File: config.mk
export PLATFORM = sky130hd
export DESIGN_NAME = crc_share_arbiter
export DESIGN_NICKNAME = d
export VERILOG_FILES = /design/src/rtl/crc_share_arbiter.sv
export SDC_FILE = /design/constraint.sdc
export NUM_CORES = 1
export LEC_CHECK = 0
export BUFFER_PORTS_ARGS = -buffer_cell sky130_fd_sc_hd__buf_2
export CAP_MARGIN = 0
export CORE_UTILIZATION = 45
export DETAILED_ROUTE_END_ITERATION = 16
export PLACE_DENSITY = 0.75
export RECOVER_POWER = 25
export SYNTH_ARGS = -nofsm -noshare
export SYNTH_HDL_FRONTEND = slang
export SYNTH_SLANG_ARGS = --single-unit
export TNS_END_PERCENT = 50
File: constraint.sdc
create_clock -name i_sys_clk -period 2.3 [get_ports i_sys_clk]
set_input_delay 0.115 -clock i_sys_clk [delete_from_list [all_inputs] [get_ports i_sys_clk]]
set_output_delay 0.115 -clock i_sys_clk [all_outputs]
set_load 0.05 [all_outputs]
File: src/rtl/crc_share_arbiter.sv
// Shares one CRC engine between TX and RX: per-frame ownership, registered
// stimulus toward the engine, owner-only result routing, conflict/timeout flags.
module crc_share_arbiter #(
    parameter int DATA_W  = 8,
    parameter int CRC_W   = 5,
    parameter int TMO_CYC = 63
) (
    input  logic              i_sys_clk,
    input  logic              i_sys_rst,
    input  logic              i_ddrccc_rx_pri,
    input  logic              i_tx_crc_en,
    input  logic              i_tx_crc_valid,
    input  logic              i_tx_crc_last,
    input  logic [DATA_W-1:0] i_tx_crc_data,
    input  logic              i_rx_crc_en,
    input  logic              i_rx_crc_valid,
    input  logic              i_rx_crc_last,
    input  logic [DATA_W-1:0] i_rx_crc_data,
    output logic              o_crc_en,
    output logic              o_crc_valid,
    output logic              o_crc_last,
    output logic [DATA_W-1:0] o_crc_data,
    input  logic [CRC_W-1:0]  i_crc_value,
    input  logic              i_crc_done,
    output logic [CRC_W-1:0]  o_tx_crc_value,
    output logic              o_tx_crc_done,
    output logic [CRC_W-1:0]  o_rx_crc_value,
    output logic              o_rx_crc_done,
    output logic [1:0]        o_owner,
    output logic              o_conflict,
    output logic              o_timeout
);

    localparam int CNT_W = (TMO_CYC < 2) ? 1 : $clog2(TMO_CYC + 1);
    localparam logic [1:0] OWN_NONE = 2'b00;
    localparam logic [1:0] OWN_TX   = 2'b01;
    localparam logic [1:0] OWN_RX   = 2'b10;

    typedef enum logic [1:0] {S_IDLE, S_TX_OWN, S_RX_OWN, S_WAIT} state_t;

    state_t             state_q, state_d;
    logic [1:0]         owner_q, owner_d;
    logic [CNT_W-1:0]   cnt_q, cnt_d;
    logic               en_q, en_d;
    logic               valid_q, valid_d;
    logic               last_q, last_d;
    logic [DATA_W-1:0]  data_q, data_d;
    logic               timeout_q, timeout_d;

    logic               grant;
    logic               sel_rx;
    logic               s_en, s_valid, s_last;
    logic [DATA_W-1:0]  s_data;

    // Pick whose stimulus is considered this cycle: the arbitration winner in
    // IDLE (so its first beat is not lost), otherwise the current owner.
    always_comb begin
        grant  = 1'b0;
        sel_rx = 1'b0;
        case (state_q)
            S_IDLE: begin
                grant  = i_tx_crc_en | i_rx_crc_en;
                sel_rx = i_rx_crc_en & (~i_tx_crc_en | i_ddrccc_rx_pri);
            end
            S_TX_OWN: begin
                grant  = 1'b1;
                sel_rx = 1'b0;
            end
            S_RX_OWN: begin
                grant  = 1'b1;
                sel_rx = 1'b1;
            end
            default: begin
                grant  = 1'b0;
                sel_rx = 1'b0;
            end
        endcase
        s_en    = sel_rx ? i_rx_crc_en    : i_tx_crc_en;
        s_valid = sel_rx ? i_rx_crc_valid : i_tx_crc_valid;
        s_last  = sel_rx ? i_rx_crc_last  : i_tx_crc_last;
        s_data  = sel_rx ? i_rx_crc_data  : i_tx_crc_data;
    end

    always_comb begin
        state_d   = state_q;
        owner_d   = owner_q;
        cnt_d     = cnt_q;
        en_d      = 1'b0;
        valid_d   = 1'b0;
        last_d    = 1'b0;
        data_d    = data_q;
        timeout_d = 1'b0;

        if (state_q == S_WAIT) begin
            en_d = 1'b1;
            if (i_crc_done) begin
                state_d = S_IDLE;
                owner_d = OWN_NONE;
                en_d    = 1'b0;
                cnt_d   = '0;
            end else if (cnt_q == CNT_W'(TMO_CYC - 1)) begin
                state_d   = S_IDLE;
                owner_d   = OWN_NONE;
                en_d      = 1'b0;
                cnt_d     = '0;
                timeout_d = 1'b1;
            end else begin
                cnt_d = cnt_q + 1'b1;
            end
        end else if (grant && s_en) begin
            en_d    = 1'b1;
            valid_d = s_valid;
            last_d  = s_valid & s_last;
            if (s_valid) data_d = s_data;
            owner_d = sel_rx ? OWN_RX : OWN_TX;
            cnt_d   = '0;
            if (s_valid && s_last) state_d = S_WAIT;
            else                   state_d = sel_rx ? S_RX_OWN : S_TX_OWN;
        end else begin
            // owner dropped en mid-frame (or nobody asked): abort, no result
            state_d = S_IDLE;
            owner_d = OWN_NONE;
            cnt_d   = '0;
        end
    end

    always_ff @(posedge i_sys_clk) begin
        if (i_sys_rst) begin
            state_q   <= S_IDLE;
            owner_q   <= OWN_NONE;
            cnt_q     <= '0;
            en_q      <= 1'b0;
            valid_q   <= 1'b0;
            last_q    <= 1'b0;
            data_q    <= '0;
            timeout_q <= 1'b0;
        end else begin
            state_q   <= state_d;
            owner_q   <= owner_d;
            cnt_q     <= cnt_d;
            en_q      <= en_d;
            valid_q   <= valid_d;
            last_q    <= last_d;
            data_q    <= data_d;
            timeout_q <= timeout_d;
        end
    end

    logic wait_tx, wait_rx;

    assign wait_tx = (state_q == S_WAIT) && (owner_q == OWN_TX);
    assign wait_rx = (state_q == S_WAIT) && (owner_q == OWN_RX);

    assign o_crc_en       = en_q;
    assign o_crc_valid    = valid_q;
    assign o_crc_last     = last_q;
    assign o_crc_data     = data_q;
    assign o_owner        = owner_q;
    assign o_timeout      = timeout_q;
    assign o_tx_crc_done  = wait_tx & i_crc_done;
    assign o_rx_crc_done  = wait_rx & i_crc_done;
    assign o_tx_crc_value = wait_tx ? i_crc_value : '0;
    assign o_rx_crc_value = wait_rx ? i_crc_value : '0;
    // owner_q is non-zero exactly in the OWN/WAIT states
    assign o_conflict     = ((owner_q == OWN_TX) & i_rx_crc_en) |
                            ((owner_q == OWN_RX) & i_tx_crc_en);

endmodule

Yosys cells after proc, flatten, opt, wreduce, memory -nomap -nowiden
Index checks and enable logic that the tools add are counted.

Word-level logic and storage cells: 59. Output and inout port bits: 27. Input port bits: 31. Register bits after elaboration: 22.

Equality and inequality tests: 7. Reductions and logical operators: 10. $add $sub $neg: 1. Multiplexer cells: 21. Bitwise logic cells: 12.

Operators with widths (count): 2-to-1 mux 2 bit (8); 2-to-1 mux 5 bit (2); 2-to-1 mux 1 bit (8); 2-to-1 mux 8 bit (1); adder 6 x 1 -> 6 bit (second input constant) (1); AND 1 bit (6); equality test 2 bit (second input constant) (3); equality test 6 bit (second input constant) (1); OR reduction 3 bit (2); equality test 2 x 1 -> 1 bit (second input constant) (2); logical AND 1 bit (4); case mux 1 bit (2 select lines) (2); OR reduction 4 bit (1); != test 3 x 2 -> 1 bit (second input constant) (1); NOT 1 bit (3); bitwise OR 1 bit (3); AND reduction 3 bit (1); zero test 2 bit (1); OR reduction 2 bit (1).

Logic depth before layout (Yosys ltp)
Depth in word-level cells: 9. Depth in mapped cells: 9. Depth with buffers taken out: 7.

Least setup slack after synthesis
OpenSTA, ideal clock, no wires.

Path kind: register -> output. Start: register owner_q[0], in the netlist o_owner[0]. End: output o_conflict. Arrival time: 2008 ps. Setup slack: 177 ps. Path buffers: 0. Required time: 2185 ps. Cell stages (with the launch flop): 3. Cell sequence: dfxtp_1 inv_1 o31ai_1.

Word-level cells in the longest chain between the ends: 3. Elaborated cells on any way between the ends: 5. Classes of those cells: eq/ne: 2; bitwise: 3.

Ends and longest elaborated chain: start, declared (RTL line 42) `logic [1:0] owner_q, owner_d;`; start signal, assigned (RTL line 139) `owner_q <= owner_d;`; equality test 2 x 1 -> 1 bit or equality test 2 bit (tied branches) (RTL line 165, 166); AND 1 bit, on equally long branches (RTL line 165, 166); bitwise OR 1 bit * (RTL line 165) `assign o_conflict = ((owner_q == OWN_TX) & i_rx_crc_en) |`; end, declared (RTL line 30) `output logic o_conflict,`.

Mark *: on every way between the ends. The rest lies on a longest branch, timed or not.

Worst setup path after layout
Start: register state_q[0]. End: register data_q[7], in the netlist o_crc_data[7].

Word-level cells in the longest chain between the ends: 5. Elaborated cells on any way between the ends: 13. Classes of those cells: eq/ne: 3; mux: 5; bitwise: 1; reduce/logical: 4.

Ends and longest elaborated chain: start, declared (RTL line 41) `state_t state_q, state_d;`; start signal, assigned (RTL line 138) `state_q <= state_d;`; equality test 2 bit, or another cell as far along (RTL line 60) `case (state_q)`; OR reduction 2 bit (no source line) or case mux 1 bit (2 select lines) (tied branches); case mux 1 bit (2 select lines) or 2-to-1 mux 1 bit (tied branches) (RTL line 60, 78); logical AND 1 bit (RTL line 110) `end else if (grant && s_en) begin`; AND reduction 3 bit (no source line); end signal, assigned (RTL line 144) `data_q <= data_d;`; end, declared (RTL line 47) `logic [DATA_W-1:0] data_q, data_d;`.

Parallel ways exist; a longest one is shown, timed or not. A chain may end at the register's enable or synchronous reset.

==> summary.md <==
| Metric | Value |
|---|---|
| Slew headroom | `0.599` |
| Pwr Density | `1070 mW/mm²` |
| Simple-gate share of the synthesized area | `0.264` |
| Starting density of the core | `0.493` |
| Internal | `0.917 mW` |
| Ranking of synthesized cells by area | `dfxtp_1 35%, a2111oi_4 17%, nor2_1 8.0%` |
| Hold Slack | `0.0572 ns` |
| Syn Inst Count | `130` |
| CP max stage delay | `0.41 ns` |
| Final Max Slew Viols | `0` |
| Xor and xnor area share after synthesis | `0.0277` |
| Status | `completed` |
| Top cell family by delay on the critical path | `simple AND/OR/NAND/NOR gates` |
| Ant. Diodes | `0` |
| Clk buf depth | `2` |
| Die Wd | `55.0 µm` |
| Sw Pwr | `0.777 mW` |
| Die H | `around 55 µm` |
| WS Path Type | `flop to flop` |
| Clk root buf | `clkbuf_4` |
| WP buf/inv | `1` |
| Crit Path Max Fanout | `9` |
| Worst skew pair latency | `0.31 ns` |
| Post-synth top area share | `0.348` |
| Post-Route Utilization | `0.619` |
| GRT overflow | `0` |
| Post-CTS sizing | `0` |
| Placeable Area | `0.00257 mm²` |
| CP Cell Sequence | `inv_1 > ha_1 > and4b_1 > nand3_4 > and2_4 > a2111oi_4` |
| Layout Skew | `0.00246 ns` |
| Port Buf Inserts | `57` |
| Setup bufs post-CTS | `0` |
| Final net count | `about 220` |
| RSZ-0062 raised after global routing | `no` |
| DRT Wirelength | `2800 µm` |
| Top sig layer | `met4` |
| CP endpoint kind | `flop` |
| Crit-path slowest cell | `and4b_1` |
| Adder-Cell Fraction of Synth Area | `0.0495` |
| Leak pwr | `approximately 0.7 nW` |
| Layout Cell Area excl Fill | `around 0.0016 mm²` |
| Max_cap viols | `0` |
| Final Hold Violating Endpoints | `0` |
| ANT nets after route | `0` |
| Yosys reg bits | `22` |
| Combinational share of power | `0.519` |
| Yosys warnings | `0` |
| Largest net degree at the start of global routing | `14` |
| H-tree Lvls | `1` |
| Mux contribution to synthesized area | `0` |
| Placed Area | `0.00155 mm²` |
| Worst path arrival time | `approximately 2.2 ns` |
| Share of cells above drive strength 1 | `0.342` |
| Met3 wire len | `159 µm` |
| GRT Overall Usage | `0.205` |
| Vias/cell | `5.06` |
| First-pass GRT wire length | `roughly 4400 µm` |
| Sink count of the clock tree | `22` |
| CTS Buf Count | `3` |
| Fmax | `506 MHz` |
| Complex-gate fraction of the synthesized area | `0.240` |
| Clock-pin slew on the worst setup and hold paths | `between 0.1 and 0.15 ns` |
| Non-filler cells, final | `217` |
| Distinct cell type count after synthesis | `30` |
| DP Cell Count | `213` |
| Detailed Place HPWL | `2260 µm` |
| Routed wl met2 | `~1400 µm` |
| First-pass iteration count of the detailed router | `4` |
| Sw Share | `0.459` |
| Commonest non-fill, non-tap cells in the layout | `46 x buf_2, 27 x nor2_1, 22 x dfxtp_1, 14 x inv_1, 13 x and2_1` |
| Io pins | `58` |
| Initial DRC count | `28` |
| # DRC | `0` |
| TNS Setup | `0 ns` |
| Hold WC Path Type | `input port to flop` |
| Seq/Total Area, Yosys | `0.348` |
| Via count | `approximately 1100` |
| Area growth syn-to-layout | `25.7%` |
| Routed len/inst | `12.9 µm` |
| Die ar. | `0.00303 mm²` |
| VDD IR max | `857 µV` |
| Post-layout min period | `1.98 ns` |
| Initial antenna violation count | `0` |
| Actual slew at the worst max-slew pin | `around 0.60 ns` |
| Final setup violation count | `0` |
| Row count | `18` |
| Clk network pwr share | `0.180` |
| CP required | `roughly 2.5 ns` |
| Mapped cell area | `0.00126 mm²` |
| Largest family of logic cells by synthesized area | `simple AND/OR/NAND/NOR gates` |
| Period utilization | `0.860` |
| Met1 wire length | `1230 µm` |
| Vias in the first global route | `roughly 1000` |
| GP Congestion | `approximately 0.75` |
| Post-synth top area cell | `dfxtp_1` |
| Critical Path Start Type | `flop` |
| Synth Net Count | `166` |
| Commonest non-fill, non-tap cell in the layout | `buf_2` |
| Avg Inst Size Synth | `between 9 and 10 µm²` |
| CTS tree | `built` |
| Sequential Power Share | `0.302` |
| Hold-fix buffers, CTS | `0` |
## area by class of cell
class	count	area, µm²
multi-input cells	90	736
flip-flops and latches	22	440
clock buffers	3	22.5
well taps	30	37.5
repair buffers	57	272
clock inverters	1	30.0
fillers	243	977
inverters	14	52.6
## Yosys cell counts
master and instances:
nor2_1 27, inv_1 14, nand3_4 1, dfxtp_1 22
buf_12 1, and3_1 3, clkbuf_1 1, nand3b_1 2
a21oi_4 1, or2_2 1, buf_2 1, xnor2_1 2
o211ai_1 1, o31ai_1 1, a2111oi_4 8, buf_4 1
xor2_1 2, ha_1 5, o21ai_0 1, nand2_1 3
and2_1 13, nand4_4 1, a21oi_1 3, o21ai_1 1
and2_4 1, and4b_1 1, nand2b_1 2, a31o_2 1
o22ai_1 3, nand3_1 6
## worst paths after layout
check                  end  slack, ns  depth (start not counted)     startpoint
max          o_crc_data[7]       0.32                          6     state_q[0]
min reg2reg       cnt_q[0]       0.48                          1       cnt_q[0]
max reg2reg  o_crc_data[7]       0.32                          6     state_q[0]
min             o_crc_last       0.06                          3  i_tx_crc_last
## registers in the layout, summed over array words and instances (netlist names)
name and cells:
cnt_q 6, o_crc_data 8, o_crc_en 1, o_crc_last 1, o_crc_valid 1, o_owner 2, o_timeout 1, state_q 2
## tightest hold or removal path, stage by stage
cell and delay (ns):
buf_2 0.11, nand2_1 0.05, a21oi_1 0.06
## cell families (layout without fill, tap and decap cells)
kind of cell	Yosys count	after routing
buffers and inverters	18	75
and+or+nand+nor	61	61
adders and majority gates	5	5
AOI/OAI and AO/OA	20	20
DFF	22	22
xor gates and xnor gates	4	4
## stage by stage
stage	setup slack (ns)	total power, mW
finish	0.323	1.69
global route	0.204	1.79
CTS	0.316	1.71
detailed placement	0.340	1.41
global placement	0.441	1.39
floorplan	0.177	1.28
## power by group through the flow
stage | clock network [mW] | registers, mW | logic [mW]
6_report | 0.304 | 0.511 | 0.879
5_1_grt | 0.324 | 0.524 | 0.938
4_1_cts | 0.306 | 0.509 | 0.899
3_5_place_dp | 0 | 0.518 | 0.895
3_3_place_gp | 0 | 0.514 | 0.876
2_1_floorplan | 0 | 0.772 | 0.506
## routing by layer
| layer | up-vias | global-route usage |
|---|---|---|
| li1 | 552 | - |
| met1 | 499 | 0.241 |
| met2 | 40 | 0.382 |
| met3 | 6 | 0.0246 |
| met4 | 0 | 0.0625 |
| met5 | - | 0 |
Power figures use the tool's default switching activity.
